**config.mk**
```make
export PLATFORM = sky130hd
export DESIGN_NAME = lifo_reorder
export DESIGN_NICKNAME = d
export VERILOG_FILES = /design/src/rtl/lifo_reorder.sv
export SDC_FILE = /design/constraint.sdc
export NUM_CORES = 1
export LEC_CHECK = 0
export BUFFER_PORTS_ARGS = -buffer_cell sky130_fd_sc_hd__buf_2
export CAP_MARGIN = 5
export CORE_ASPECT_RATIO = 0.9
export CORE_MARGIN = 4
export CORE_UTILIZATION = 25
export DETAILED_ROUTE_END_ITERATION = 12
export GPL_ROUTABILITY_DRIVEN = 0
export PLACE_DENSITY = 0.38
export SLEW_MARGIN = 10
export SYNTH_ARGS = -nofsm -noshare
export SYNTH_HDL_FRONTEND = slang
export SYNTH_SLANG_ARGS = --single-unit
```
**constraint.sdc**
```tcl
create_clock -name clk -period 2.5 [get_ports clk]
set_input_delay 0.125 -clock clk [delete_from_list [all_inputs] [get_ports clk]]
set_output_delay 0.125 -clock clk [all_outputs]
set_load 0.02 [all_outputs]
```
**src/rtl/lifo_reorder.sv**
```systemverilog
// Ping-pong LIFO reorder buffer for a Viterbi traceback stage.
// Traceback delivers each block of BLK_LEN decoded bits newest-first; this
// block stores them mirrored into one of two banks and streams a completed
// bank back out oldest-first with a valid/ready handshake. A partially
// written bank is never read, and a write that finds its bank still full is
// dropped and recorded in the sticky overflow flag.
module lifo_reorder #(
  parameter int BLK_LEN = 8
) (
  input  logic clk,
  input  logic rst,
  input  logic wr_en,
  input  logic d_in,
  input  logic dout_ready,
  output logic d_o,
  output logic d_o_valid,
  output logic overflow
);

  localparam int CW = $clog2(BLK_LEN);
  localparam logic [CW-1:0] CNT_LAST = CW'(BLK_LEN - 1);
  localparam logic [CW-1:0] CNT_ZERO = '0;

  typedef enum logic {
    IDLE   = 1'b0,
    STREAM = 1'b1
  } state_t;

  state_t state, state_nxt;

  // Bit storage: no reset, contents are don't-care until written.
  logic [BLK_LEN-1:0] mem [2];

  logic [1:0]    full, full_nxt;
  logic          wr_bank, rd_bank;
  logic [CW-1:0] wr_cnt, rd_cnt, rd_cnt_inc, wr_idx;
  logic          wr_ok, wr_drop, wr_last;
  logic          ld_first, rd_adv, rd_done;

  // Write-side decode: the registered full flag alone decides acceptance,
  // so a bank freed on this edge is still treated as full for this write.
  always_comb begin
    wr_ok   = wr_en & ~full[wr_bank];
    wr_drop = wr_en &  full[wr_bank];
    wr_last = (wr_cnt == CNT_LAST);
    wr_idx  = CNT_LAST - wr_cnt;
  end

  // Read FSM state register.
  always_ff @(posedge clk or negedge rst) begin
    if (!rst) state <= IDLE;
    else      state <= state_nxt;
  end

  // Read FSM next-state logic.
  always_comb begin
    state_nxt = state;
    case (state)
      IDLE:    if (full[rd_bank]) state_nxt = STREAM;
      STREAM:  if (d_o_valid && dout_ready && (rd_cnt == CNT_LAST)) state_nxt = IDLE;
      default: state_nxt = IDLE;
    endcase
  end

  // Read FSM output decode: which read-side action happens on this edge.
  always_comb begin
    ld_first   = 1'b0;
    rd_adv     = 1'b0;
    rd_done    = 1'b0;
    rd_cnt_inc = rd_cnt + 1'b1;
    case (state)
      IDLE:    ld_first = full[rd_bank];
      STREAM: begin
        rd_adv  = d_o_valid & dout_ready & (rd_cnt != CNT_LAST);
        rd_done = d_o_valid & dout_ready & (rd_cnt == CNT_LAST);
      end
      default: ;
    endcase
  end

  // Full flags: a read frees its bank and a completing write fills the
  // other one; both may happen on the same edge.
  always_comb begin
    full_nxt = full;
    if (rd_done) full_nxt[rd_bank] = 1'b0;
    if (wr_ok && wr_last) full_nxt[wr_bank] = 1'b1;
  end

  // Full flag register.
  always_ff @(posedge clk or negedge rst) begin
    if (!rst) full <= 2'b00;
    else      full <= full_nxt;
  end

  // Mirrored bank write: the newest-first bit lands at the high end.
  always_ff @(posedge clk) begin
    if (wr_ok) mem[wr_bank][wr_idx] <= d_in;
  end

  // Write pointer, write counter and sticky overflow.
  always_ff @(posedge clk or negedge rst) begin
    if (!rst) begin
      wr_cnt   <= '0;
      wr_bank  <= 1'b0;
      overflow <= 1'b0;
    end else begin
      if (wr_ok) begin
        if (wr_last) begin
          wr_cnt  <= '0;
          wr_bank <= ~wr_bank;
        end else begin
          wr_cnt  <= wr_cnt + 1'b1;
        end
      end
      if (wr_drop) overflow <= 1'b1;
    end
  end

  // Registered output stage: load, advance on handshake, or release bank.
  always_ff @(posedge clk or negedge rst) begin
    if (!rst) begin
      d_o       <= 1'b0;
      d_o_valid <= 1'b0;
      rd_cnt    <= '0;
      rd_bank   <= 1'b0;
    end else if (ld_first) begin
      d_o       <= mem[rd_bank][CNT_ZERO];
      d_o_valid <= 1'b1;
      rd_cnt    <= '0;
    end else if (rd_adv) begin
      d_o       <= mem[rd_bank][rd_cnt_inc];
      rd_cnt    <= rd_cnt_inc;
    end else if (rd_done) begin
      d_o_valid <= 1'b0;
      rd_bank   <= ~rd_bank;
    end
  end

endmodule

```
======== After elaboration in Yosys (flattened, before gate mapping) ========
Memories as Yosys holds them, arrays and structs flattened.
Index checks and enable logic that the tools add are counted.
word-level totals
  bits of input ports ..................... 5
  logic and storage cells ................. 79
  RAM bits ................................ 16
  memories kept ........................... 1
  register bits ........................... 14
  output and inout bits ................... 3
cells by class
  add/subtract/negate cells ............... 3
  magnitude comparators ................... 7
  reduce and logical (&&, ||, !) cells .... 11
  bitwise logic cells ..................... 14
  equality and inequality tests ........... 4
  muxes and demuxes ....................... 30
memories
  memory  words  bits a word  rd ports  clocked after memory_dff  write ports  line  RTL
  mem     2      8            1         0                         1            32    logic [BLK_LEN-1:0] mem [2];
operators by type and width
  cell                   count
  $mux W1                19
  $mux W3                3
  $lt A3 B4 Y1 const B   2
  $mux W8                1
  $add A3 B1 Y3 const B  2
  $eq A3 B3 Y1 const B   2
  $logic_and A1 B1 Y1    6
  $not A1 Y1             6
  $and A1 B1 Y1          5
  $lt A1 B2 Y1 const B   2
  $mux W2                2
  $reduce_and A2 Y1      2
  $reduce_bool A2 Y1     2
  $bmux W1 S3            1
  $demux W1 S3           1
  $ge A3 B1 Y1 const B   1
  $ne A3 B3 Y1 const B   1
  $reduce_and A3 Y1      1
  $sub A3 B3 Y3 const A  1
  $and A2 B2 Y2          1
  $demux W1 S1           2
  $ge A1 B1 Y1 const B   2
  $ne A2 B2 Y1 const B   1
  $not A2 Y2             1
  2 further kinds        2

======== Depth between registers and ports, before layout ========
Gate-level depths: netlist of run 1.
  word-level depth ........................ 9
  gate-level depth with buffers ........... 6
  gate-level depth less buffers ........... 6

======== Least setup slack after synthesis of run 1 ========
Ideal clock, no wire load.
  path type ............................... register to register
  from .................................... register rd_cnt[0]
  to ...................................... register d_o
  stages on the path, launching flop included .. 7
  setup time .............................. 64 ps
  clock period less this slack ............ 1,904 ps
  required time ........................... 2,436 ps
  arrival ................................. 1,840 ps
  path buffers ............................ 0
  slack ................................... 596 ps
  path through ............................ dfrtp_1 > ha_1 > ha_1 > nand4b_1 > or2_2 > o32ai_1 > or4_1
between the ends
  word-level cells in the longest chain between the ends .. 5
  elaborated cells on any way between the ends .. 9
  classes of those cells .................. 1 x add/sub; 1 x eq/ne; 5 x mux; 1 x bitwise; 1 x reduce/logical
ends and longest elaborated chain
  item                           line  RTL
  start: declaration             36    logic [CW-1:0] wr_cnt, rd_cnt, rd_cnt_inc, wr_idx;
  start signal: assignment       132   rd_cnt <= rd_cnt_inc;
  $add A3 B1 Y3                  70    rd_cnt_inc = rd_cnt + 1'b1;
  $bmux W1 S3                    131   d_o <= mem[rd_bank][rd_cnt_inc];
  $mux W1 (not written as such)  131
  $mux W1                        130   end else if (rd_adv) begin
  $mux W1                        126   end else if (ld_first) begin
  end signal: assignment         127   d_o <= mem[rd_bank][CNT_ZERO];
  end signal: assignment         131
  end: declaration               15    output logic d_o,
Several ways; a longest one is shown, not always the timed one. The select of a mux whose other input is x is not followed.
A chain may end at the register's enable or synchronous reset.

======== Worst setup path in the final report of run 1 ========
Ends and elaborated chain as after synthesis.

==> results of run 1 <==
## sequential cells by signal (all words and copies together), names as in the netlist
name,flops
mem,16
wr_bank,1
wr_cnt,3
full,2
rd_bank,1
state,1
rd_cnt,3
d_o,1
overflow,1
d_o_valid,1
## cell type report
| type | instances | area, sq um | share of cell area (%) |
|---|---|---|---|
| flip-flops and latches | 30 | 831 | 51.8 |
| multi-input cells | 72 | 534 | 33.3 |
| clock buffers | 7 | 86.3 | 5.39 |
| well taps | 67 | 83.8 | 5.23 |
| repair buffers | 9 | 52.6 | 3.28 |
| inverters | 4 | 15.0 | 0.937 |
## worst max-delay path, cell delays in order, from the launching register on
cell	delay (ns)
sky130_fd_sc_hd__dfrtp_1	0.46
sky130_fd_sc_hd__ha_1	0.24
sky130_fd_sc_hd__ha_1	0.21
sky130_fd_sc_hd__nand4b_1	0.35
sky130_fd_sc_hd__or2_2	0.40
sky130_fd_sc_hd__o32ai_1	0.25
sky130_fd_sc_hd__or4_1	0.14
## power by group
group / internal, W / switching, W
Clock: 0.000218 / 0.000164
Combinational: 0.000281 / 0.000297
Sequential: 0.000643 / 0.000167
Total: 0.00114 / 0.000628
## final timing paths
path	start	to	slack, ns	depth (start not counted)
hold reg to reg	overflow	overflow	0.49	1
min in group asynchronous	rst	full[1]	0.29	2
setup reg to reg	rd_cnt[0]	d_o	0.38	6
setup / recovery	rd_cnt[0]	d_o	0.38	6
hold / removal	dout_ready	state	0.18	3
max in group asynchronous	rst	d_o	1.97	2
## layer usage
layer	track usage, %	up-vias	wire length, microns
li1	-	437	-
met1	11.7	433	1330
met2	12.9	8	1220
met3	3.73	2	66
met4	2.34	0	19
met5	0	-	0
## through the flow
step | instance area, sq um | setup WS, ns | util, % | cells | total power (W)
after floorplan | 1410 | 0.596 | - | 111 | 0.00125
after global placement | 1510 | 0.431 | 28.2 | 181 | 0.00140
after detailed placement | 1510 | 0.396 | 28.2 | 181 | 0.00140
after CTS | 1600 | 0.371 | 30.0 | 189 | 0.00180
after global routing | 1600 | 0.174 | 30.0 | 189 | 0.00193
final | 1600 | 0.383 | 30.0 | 189 | 0.00177
## cell usage in the layout (no fill, tap or decap)
cell type	n
sky130_fd_sc_hd__o22ai_1	1
sky130_fd_sc_hd__dlygate4sd3_1	1
sky130_fd_sc_hd__mux4_2	2
sky130_fd_sc_hd__mux2i_1	4
sky130_fd_sc_hd__a31oi_1	2
sky130_fd_sc_hd__buf_4	1
sky130_fd_sc_hd__o21bai_1	1
sky130_fd_sc_hd__nand2b_1	3
sky130_fd_sc_hd__a21o_1	3
sky130_fd_sc_hd__nand4_1	3
sky130_fd_sc_hd__nand2_1	7
sky130_fd_sc_hd__o21ai_0	3
sky130_fd_sc_hd__edfxtp_1	16
sky130_fd_sc_hd__clkbuf_8	6
sky130_fd_sc_hd__nand4b_1	3
sky130_fd_sc_hd__ha_1	4
sky130_fd_sc_hd__buf_2	7
sky130_fd_sc_hd__inv_1	4
sky130_fd_sc_hd__nor3_1	1
sky130_fd_sc_hd__mux2_2	1
sky130_fd_sc_hd__or4_1	1
sky130_fd_sc_hd__dfrtp_1	14
sky130_fd_sc_hd__mux4_1	2
sky130_fd_sc_hd__o32ai_1	1
sky130_fd_sc_hd__or2_2	2
sky130_fd_sc_hd__o31ai_1	1
sky130_fd_sc_hd__nor4b_1	1
sky130_fd_sc_hd__clkbuf_1	1
sky130_fd_sc_hd__nor2_1	15
sky130_fd_sc_hd__nor3b_1	1
sky130_fd_sc_hd__or3_2	1
sky130_fd_sc_hd__nor4_1	4
sky130_fd_sc_hd__xnor2_1	2
sky130_fd_sc_hd__nand3_1	1
sky130_fd_sc_hd__o211ai_1	1
sky130_fd_sc_hd__a21oi_1	1
## kinds of logic (layout without fill, tap and decap cells)
family / after synthesis / count (layout) / share of synthesized area [%]
flip-flops: 30 / 30 / 59.1
buffers and inverters: 9 / 20 / 2.94
XOR/XNOR: 2 / 2 / 1.25
AND/OR/NAND/NOR: 43 / 43 / 16.0
multiplexers: 9 / 9 / 10.6
adder cells (fa/ha/maj): 4 / 4 / 3.56
AO/OA/AOI/OAI: 14 / 14 / 6.58
==> PnR_summary.wiki, run 1 <==
{| class="wikitable"
! Metric !! Value
|-
| Outcome || completed
|-
| Sequential-to-total area share from yosys stat || roughly 59%
|-
| Clock sink count || 30
|-
| Max-Cap Viols || 0
|-
| Type of destination of the critical path || flop
|-
| Count of buffers inserted at the top-level ports || 7
|-
| Data required, critical path || between 2 and 3 ns
|-
| Hold violation total from the final report || 0
|-
| Synth cell count leaders || sky130_fd_sc_hd__edfxtp_1 (16), sky130_fd_sc_hd__nor2_1 (15), sky130_fd_sc_hd__dfrtp_1 (14), sky130_fd_sc_hd__nand2_1 (7)
|-
| Core region area || between 0.005 and 0.006 sq mm
|-
| Average routed wire per standard cell || between 10 and 15 microns
|-
| Hold buffer count at CTS || 1
|-
| Aggregate global routing overflow || 0
|-
| Unrepaired setup endpoints after global routing || no
|-
| Initial Util || between 20% and 30%
|-
| Worst-Skew Late Latency || around 0.27 ns
|-
| Post-synth top area cell || sky130_fd_sc_hd__edfxtp_1
|-
| Max-slew violation count || 0
|-
| I/O pin count || 8
|-
| Die extent in x || 87.1 microns
|-
| Slew headroom || about 72%
|-
| Tightest Hold Check Type || input port to flop
|-
| Pwr Density || 1100 mW/mm^2
|-
| Half-perimeter wire length after detailed placement || roughly 1.9 mm
|-
| Via count of the first global-routing pass || a little over 900
|-
| Final Cycle Share || 84.7%
|-
| Post-layout min period || 2.12 ns
|-
| Via count normalized by instance count || 4.66
|-
| Antenna violations before repair || 0
|-
| Most frequent cell after synthesis || sky130_fd_sc_hd__edfxtp_1
|-
| Static Leakage || 0.593 nW
|-
| Count of inserted antenna diode cells || 0
|-
| Worst vdd ir || approximately 0.44 mV
|-
| Fraction of post-synthesis cell area in the top cell type by area || approximately a third
|-
| Worst Setup Start Kind || flop
|-
| Setup Viol. Count Final || 0
|-
| Clock Root Buffer || sky130_fd_sc_hd__clkbuf_8
|-
| Max Fanout on Critical Path || 9
|-
| Rows || 25
|-
| Wirelength, routed || 2.63 mm
|-
| Worst EP arrival || 2.33 ns
|-
| Number of nets in the finished design || approximately 130
|-
| Least-Margin Pin Slew || 0.415 ns
|-
| Fillcell total || between 500 and 600
|-
| Full die area || around 0.0069 sq mm
|-
| Share of cells above drive strength 1 || 16.4%
|-
| Yosys Warn Count || 0
|-
| Fmax || about 0.47 GHz
|-
| Global-route wire length before repair || approximately 4.6 mm
|-
| Proportion of synthesized flip-flops having asynchronous set or reset || between 40% and 50%
|-
| Avg Cell Area, Syn || 12.7 sq um
|-
| Worst hold margin || 0.176 ns
|-
| Antenna violation net count after detailed routing || 0
|-
| Clock transition at the register clock pins on the worst setup and hold paths after CTS || approximately 0.060 ns
|-
| # Post-CTS Setup Buffers || 0
|-
| Number of buffers created by CTS || 5
|-
| Post-cts gate resize count || 0
|-
| Total negative setup slack || 0 ns
|-
| Clock tree buffer depth || 2
|-
| Number of standard cells after synthesis || 111
|-
| Count of TritonRoute iterations in the first routing pass || 4
|-
| Floorplan die height || between 70 and 80 microns
|-
| Number of nets produced by synthesis || 120
|-
| Global Route Usage Sum || under 10%
|-
| DRC violations left || 0
|-
| Dominant cells by area after synthesis || sky130_fd_sc_hd__edfxtp_1 (34%), sky130_fd_sc_hd__dfrtp_1 (25%), sky130_fd_sc_hd__nor2_1 (4.0%), sky130_fd_sc_hd__mux4_1 (3.7%), sky130_fd_sc_hd__ha_1 (3.6%)
|-
| Count of flip-flops with a built-in enable after synthesis || 16
|-
| Startpoint-to-endpoint class of the critical path || flop to flop
|-
| Via count || 880
|-
| Post-synthesis register bit count || 30
|-
| Clock tree from TritonCTS || done
|-
| Clock tree skew after final layout || 0.00566 ns
|-
| Maximum number of pins on one net before global-route repair || 17
|-
| Signed area change from the synthesized netlist to the final layout || 14.0%
|-
| Predominant post-synthesis flop cell || sky130_fd_sc_hd__edfxtp_1
|-
| H-tree depth reported by CTS || 2
|-
| Summed instance area of the synthesized netlist || 0.00141 sq mm
|-
| Detailed Route Iter0 Violations || 51
|-
| Distinct cell type count of the synthesized netlist || 34
|}
Note: power is estimated with default switching activity, not from simulation.
==> run 2, diff against run 1 <==
==> constraint.sdc (replaced) <==
create_clock -name clk -period 2.2 [get_ports clk]
set_input_delay 0.11 -clock clk [delete_from_list [all_inputs] [get_ports clk]]
set_output_delay 0.11 -clock clk [all_outputs]
set_load 0.02 [all_outputs]
==> PnR_summary.wiki, run 2 (synthesis results as in run 1) <==
{| class="wikitable"
! Metric !! Value
|-
| Outcome || completed
|-
| Rows || 25 (unchanged)
|-
| Tightest Hold Check Type || input port to flop
|-
| Worst vdd ir || 0.344 mV (-21%)
|-
| Max-slew violation count || 0 (unchanged)
|-
| Start point of the critical path || rd_cnt[0]
|-
| Most common cell after layout, fill and taps aside || sky130_fd_sc_hd__edfxtp_1
|-
| Maximum number of pins on one net before global-route repair || 17 (unchanged)
|-
| H-tree depth reported by CTS || 2 (unchanged)
|-
| Number of non-filler instances in the completed layout || 193 (+2.1%)
|-
| Floorplan die height || 79.2 microns (unchanged)
|-
| Post-cts gate resize count || 0 (unchanged)
|-
| Flip-flop count of the largest register after layout || 16 (unchanged)
|-
| Length of routed met3 wiring || 104 microns (+58%)
|-
| I/O pin count || 8 (unchanged)
|-
| Die extent in x || 87.1 microns (unchanged)
|-
| Core region area || 0.00535 sq mm (unchanged)
|-
| Clock tree buffer depth || 2 (unchanged)
|-
| Initial Util || 26.3% (unchanged)
|-
| Clock sink count || 30 (unchanged)
|-
| Via count || 905 (+2.8%)
|-
| Launch point of the worst hold path || dout_ready
|-
| Count of inserted antenna diode cells || 0 (unchanged)
|-
| Least-Margin Pin Slew || 0.346 ns (-0.0694 ns)
|-
| Max Fanout on Critical Path || 7 (-2)
|-
| Detailed Route Iter0 Violations || 36 (-29%)
|-
| Min-Delay Endpoint || state
|-
| Full die area || 0.00689 sq mm (unchanged)
|-
| Worst EP arrival || 2.25 ns (-0.08 ns)
|-
| Global-route wire length before repair || 4.59 mm (+0.61%)
|-
| Hold violation total from the final report || 0 (unchanged)
|-
| Max-Cap Viols || 0 (unchanged)
|-
| Slack of the worst reg-to-reg path || 0.17 ns (-0.22 ns)
|-
| Final Cycle Share || 92.4% (+7.7 points)
|-
| Fillcell total || 538 (-0.74%)
|-
| Antenna violations before repair || 0 (unchanged)
|-
| Clock transition at the register clock pins on the worst setup and hold paths after CTS || 0.07 ns (about the same)
|-
| Count of TritonRoute iterations in the first routing pass || 4 (unchanged)
|-
| Static Leakage || 0.605 nW (+2.1%)
|-
| Detailed-routing wirelength on met1 || 1.26 mm (-4.7%)
|-
| Type of destination of the critical path || flop
|-
| Global Route Usage Sum || 8.82% (+0.065 points)
|-
| Number of buffers created by CTS || 5 (unchanged)
|-
| Via count normalized by instance count || 4.69 (+0.71%)
|-
| Post-layout min period || 2.03 ns (-0.0845 ns)
|-
| Met2 wire len || 1.28 mm (+4.9%)
|-
| Worst Setup Start Kind || flop
|-
| Aggregate global routing overflow || 0 (unchanged)
|-
| Pwr Density || 1250 mW/mm^2 (+13%)
|-
| Share of cells above drive strength 1 || 19.0% (+2.7 points)
|-
| Clock tree from TritonCTS || done
|-
| Uppermost layer routed || met4
|-
| Placed Cells incl. Taps || 184 (+1.7%)
|-
| Signed area change from the synthesized netlist to the final layout || 15.5%
|-
| Unrepaired setup endpoints after global routing || no
|-
| Largest reg by FF count || mem
|-
| Reg-to-reg critical path endpoint || d_o
|-
| Clock Root Buffer || sky130_fd_sc_hd__clkbuf_8
|-
| Half-perimeter wire length after detailed placement || 1.98 mm (+3.5%)
|-
| Data required, critical path || 2.42 ns (-0.29 ns)
|-
| Count of buffers inserted at the top-level ports || 7 (unchanged)
|-
| Number of nets in the finished design || 134 (+2.3%)
|-
| Instance count along the most critical hold path || 3 (unchanged)
|-
| Worst-Skew Late Latency || 0.28 ns (about the same)
|-
| Slew headroom || 77.0% (+4.6 points)
|-
| Clock tree skew after final layout || 0.00253 ns (-0.00313 ns)
|-
| Antenna violation net count after detailed routing || 0 (unchanged)
|-
| Launching point of the worst reg2reg path || rd_cnt[0]
|-
| Path depth of the worst reg2reg path || 6 (unchanged)
|-
| Largest registers || mem x16, rd_cnt x3, wr_cnt x3
|-
| Combined area of the multi-input logic cells || 534 sq um (unchanged)
|-
| DRC violations left || 0 (unchanged)
|-
| Commonest cells after routing, fill and taps aside || sky130_fd_sc_hd__edfxtp_1 (16), sky130_fd_sc_hd__nor2_1 (15), sky130_fd_sc_hd__dfrtp_1 (14)
|-
| Average routed wire per standard cell || 13.9 microns (-0.47%)
|-
| Setup Viol. Count Final || 0 (unchanged)
|-
| Wirelength, routed || 2.67 mm (+1.6%)
|-
| Hold buffer count at CTS || 1 (unchanged)
|-
| Fmax || 0.492 GHz (+4.2%)
|-
| Startpoint-to-endpoint class of the critical path || flop to flop
|-
| Total negative setup slack || 0 ns (unchanged)
|-
| # Post-CTS Setup Buffers || 0 (unchanged)
|-
| Via count of the first global-routing pass || 923 (+1.5%)
|-
| FF+latch area || 831 sq um (unchanged)
|}
## run 2: changes by cell type in the layout (fill, tap and decap cells not counted), sizes merged
| cell | delta |
|---|---|
| clkinv | +2 |
| buf | +3 |
| clkbuf | -2 |
| clkinvlp | +1 |
## run 2: area by class of cell
| cell class | count | area share (%) |
|---|---|---|
| flip-flops and latches | 30 | 51.2 |
| multi-input cells | 72 | 32.9 |
| inverters | 4 | 0.924 |
| repair buffers | 12 | 4.62 |
| clock inverters | 3 | 1.00 |
| clock buffers | 5 | 4.24 |
| well taps | 67 | 5.16 |
## run 2: critical path, stage by stage (launching register included)
cell	delay [ns]
sky130_fd_sc_hd__dfrtp_1	0.48
sky130_fd_sc_hd__ha_1	0.24
sky130_fd_sc_hd__ha_1	0.22
sky130_fd_sc_hd__nand4b_1	0.29
sky130_fd_sc_hd__or2_2	0.37
sky130_fd_sc_hd__o32ai_1	0.25
sky130_fd_sc_hd__or4_1	0.14
## run 2: how the worst max path moves through the flow
stage / end
floorplan: d_o
global placement: d_o
detailed placement: d_o
CTS: d_o
global route: d_o
finish: d_o
## run 2: where the power goes
part	internal (W)	switching (W)
Combinational	0.000342	0.000350
Sequential	0.000731	0.000171
Clock	0.000216	0.000217
## run 2: metal layers
layer / vias up / GRT usage [%]
met5: - / 0
met4: 0 / 3.74
met3: 4 / 3.73
met2: 11 / 13.7
met1: 443 / 10.6
li1: 447 / -
## run 2: stage by stage
step	utilization (%)	power, W	setup slack (ns)	hold slack [ns]	cell area, sq um
floorplan	-	0.00142	0.296	-0.186	1410
global placement	28.6	0.00161	0.175	0.0306	1530
CTS	30.4	0.00206	0.147	0.128	1620
finish	30.4	0.00203	0.167	0.140	1620
global route	30.4	0.00220	0.0556	0.146	1620
detailed placement	28.6	0.00162	0.165	0.0424	1530
==> run 3, diff against run 2 <==
--- a/config.mk
+++ b/config.mk
@@ -13,7 +13,8 @@
 export DETAILED_ROUTE_END_ITERATION = 12
 export GPL_ROUTABILITY_DRIVEN = 0
 export PLACE_DENSITY = 0.38
-export SLEW_MARGIN = 10
+export RECOVER_POWER = 25
+export SLEW_MARGIN = 20
 export SYNTH_ARGS = -nofsm -noshare
 export SYNTH_HDL_FRONTEND = slang
 export SYNTH_SLANG_ARGS = --single-unit
==> PnR_summary.wiki, run 3 (synthesis results as in run 1) <==
{| class="wikitable"
! Metric !! Value
|-
| Setup Viol. Count Final || 0 (unchanged)
|-
| Via count normalized by instance count || 4.69 (+0.11%)
|-
| Data required, critical path || 2.42 ns (about the same)
|-
| Combined area of the multi-input logic cells || 534 sq um (unchanged)
|-
| Clock tree from TritonCTS || done
|-
| Worst vdd ir || 0.344 mV (+0.11%)
|-
| Number of nets in the finished design || 134 (unchanged)
|-
| Termination of the worst setup path || d_o
|-
| Count of inserted antenna diode cells || 0 (unchanged)
|-
| Clock tree buffer depth || 2 (unchanged)
|-
| Most common cell after layout, fill and taps aside || sky130_fd_sc_hd__edfxtp_1
|-
| Wirelength, routed || 2.67 mm (about the same)
|-
| Tightest Hold Check Type || input port to flop
|-
| Post-route design area || 0.00162 sq mm (about the same)
|-
| Rows || 25 (unchanged)
|-
| Via count of the first global-routing pass || 923 (unchanged)
|-
| Worst Setup Start Kind || flop
|-
| Fillcell total || 539 (+0.19%)
|-
| Global-route wire length before repair || 4.59 mm (unchanged)
|-
| Signed area change from the synthesized netlist to the final layout || 15.4% (about the same)
|-
| Pwr Density || 1250 mW/mm^2 (about the same)
|-
| Final Cycle Share || 92.4% (about the same)
|-
| Global-route layer with the greatest usage || met2
|-
| Aggregate global routing overflow || 0 (unchanged)
|-
| Worst EP arrival || 2.25 ns (about the same)
|-
| Flip-flop count of the largest register after layout || 16 (unchanged)
|-
| Least-Margin Pin Slew || 0.581 ns (+0.236 ns)
|-
| Static Leakage || 0.603 nW (-0.45%)
|-
| Startpoint-to-endpoint class of the critical path || flop to flop
|-
| Slew headroom || 61.2% (-16 points)
|-
| Start point of the critical path || rd_cnt[0]
|-
| Antenna violations before repair || 0 (unchanged)
|-
| Placed Cells incl. Taps || 184 (unchanged)
|-
| Max-slew violation count || 0 (unchanged)
|-
| Largest registers || mem x16, rd_cnt x3, wr_cnt x3
|-
| DRC violations left || 0 (unchanged)
|-
| Hold violation total from the final report || 0 (unchanged)
|-
| Count of TritonRoute iterations in the first routing pass || 4 (unchanged)
|-
| Die extent in x || 87.1 microns (unchanged)
|-
| Count of buffers inserted at the top-level ports || 7 (unchanged)
|-
| FF+latch area || 831 sq um (unchanged)
|-
| Max Fanout on Critical Path || 7 (unchanged)
|-
| Number of buffers created by CTS || 5 (unchanged)
|-
| Detailed Route Iter0 Violations || 36 (unchanged)
|-
| Critical path's slowest cell || sky130_fd_sc_hd__dfrtp_1
|-
| Maximum number of pins on one net before global-route repair || 17 (unchanged)
|-
| Commonest cells after routing, fill and taps aside || sky130_fd_sc_hd__edfxtp_1 (16), sky130_fd_sc_hd__nor2_1 (15), sky130_fd_sc_hd__dfrtp_1 (14)
|-
| Core region area || 0.00535 sq mm (unchanged)
|-
| Via count || 906 (+0.11%)
|-
| Clock Root Buffer || sky130_fd_sc_hd__clkbuf_8
|-
| # Post-CTS Setup Buffers || 0 (unchanged)
|-
| Met3 demand-to-capacity share in global routing || 3.73% (unchanged)
|-
| H-tree depth reported by CTS || 2 (unchanged)
|-
| Clock tree skew after final layout || 0.00254 ns (+0.0000178 ns)
|-
| Total negative setup slack || 0 ns (unchanged)
|-
| Met2 global-route usage || 13.7% (unchanged)
|-
| Worst-Skew Late Latency || 0.28 ns (about the same)
|-
| Largest reg by FF count || mem
|-
| Half-perimeter wire length after detailed placement || 1.98 mm (unchanged)
|-
| Clock transition at the register clock pins on the worst setup and hold paths after CTS || 0.07 ns (about the same)
|-
| Reg-to-reg critical path endpoint || d_o
|-
| Max-Cap Viols || 0 (unchanged)
|-
| Launching point of the worst reg2reg path || rd_cnt[0]
|-
| Post-cts gate resize count || 0 (unchanged)
|-
| Dominant cell type by count on the critical path || sky130_fd_sc_hd__ha_1
|-
| Unrepaired setup endpoints after global routing || no
|-
| Outcome || completed
|-
| Met1 Track Usage GR || 10.6% (unchanged)
|-
| Clock sink count || 30 (unchanged)
|-
| Post-layout min period || 2.03 ns (+0.0000200 ns)
|-
| Initial Util || 26.3% (unchanged)
|-
| Type of destination of the critical path || flop
|-
| I/O pin count || 8 (unchanged)
|-
| Cells along the critical path || ha_1 -> ha_1 -> nand4b_1 -> or2_2 -> o32ai_1 -> or4_1
|-
| Cell area after placement || 0.00153 sq mm (unchanged)
|-
| Critical Path Max Stage Delay || 0.48 ns (about the same)
|-
| Total power after layout || 0.00203 W (unchanged)
|-
| Full die area || 0.00689 sq mm (unchanged)
|-
| Share of cells above drive strength 1 || 18.3% (-0.79 points)
|-
| Worst hold margin || 0.140 ns (+0.000101 ns)
|-
| Hold buffer count at CTS || 1 (unchanged)
|-
| Floorplan die height || 79.2 microns (unchanged)
|-
| Number of non-filler instances in the completed layout || 193 (unchanged)
|-
| Slack of the worst reg-to-reg path || 0.17 ns (about the same)
|-
| Global Route Usage Sum || 8.82% (unchanged)
|-
| Average routed wire per standard cell || 13.8 microns (about the same)
|-
| Fmax || 0.492 GHz (about the same)
|-
| Antenna violation net count after detailed routing || 0 (unchanged)
|-
| Path depth of the worst reg2reg path || 6 (unchanged)
|}
[run 3: cell types whose count changed in the layout (fill, tap and decap cells not counted), sizes merged]
cell and change:
buf -1, clkbuf +1
[run 3: cell type report]
class	instances	share of cell area (%)
Clock buffer	5	4.24
Clock inverter	3	1.00
Inverter	4	0.925
Multi-Input combinational cell	72	32.9
Sequential cell	30	51.2
Tap cell	67	5.17
Timing Repair Buffer	12	4.55
[run 3: routing by layer]
layer	share of wire, %	wire, microns	up-vias
li1	-	-	447
met2	48	1280	11
met5	0	0	-
met3	3.9	104	4
met4	1.1	29	0
met1	47	1260	444
[run 3: worst min-delay path by stage]
stage	cells after the start	to	from	slack (ns)
finish	3	state	dout_ready	0.14
global route	3	overflow	wr_en	0.15
CTS	3	overflow	wr_en	0.13
detailed placement	1	overflow	rst	0.04
global placement	1	overflow	rst	0.03
floorplan	0	d_o	rst	-0.19
[run 3: metrics by stage]
step | worst slack (ns) | utilization [%]
finish | 0.167 | 30.3
global route | 0.0556 | 30.3
CTS | 0.147 | 30.4
detailed placement | 0.165 | 28.6
global placement | 0.175 | 28.6
floorplan | 0.296 | -
[run 3: report_power, final]
part           internal [W]  total (W)  switching [W]
Clock              0.000216   0.000433       0.000217
Combinational      0.000342   0.000693       0.000351
Sequential         0.000731   0.000903       0.000171
Total               0.00129    0.00203       0.000739
[run 3: worst max-delay path: cells and delay by family, from the launching register on]
family	cells	cell delay, ns
compound gates	1	0.25
fa+ha+maj	2	0.46
flops	1	0.48
simple gates	3	0.80
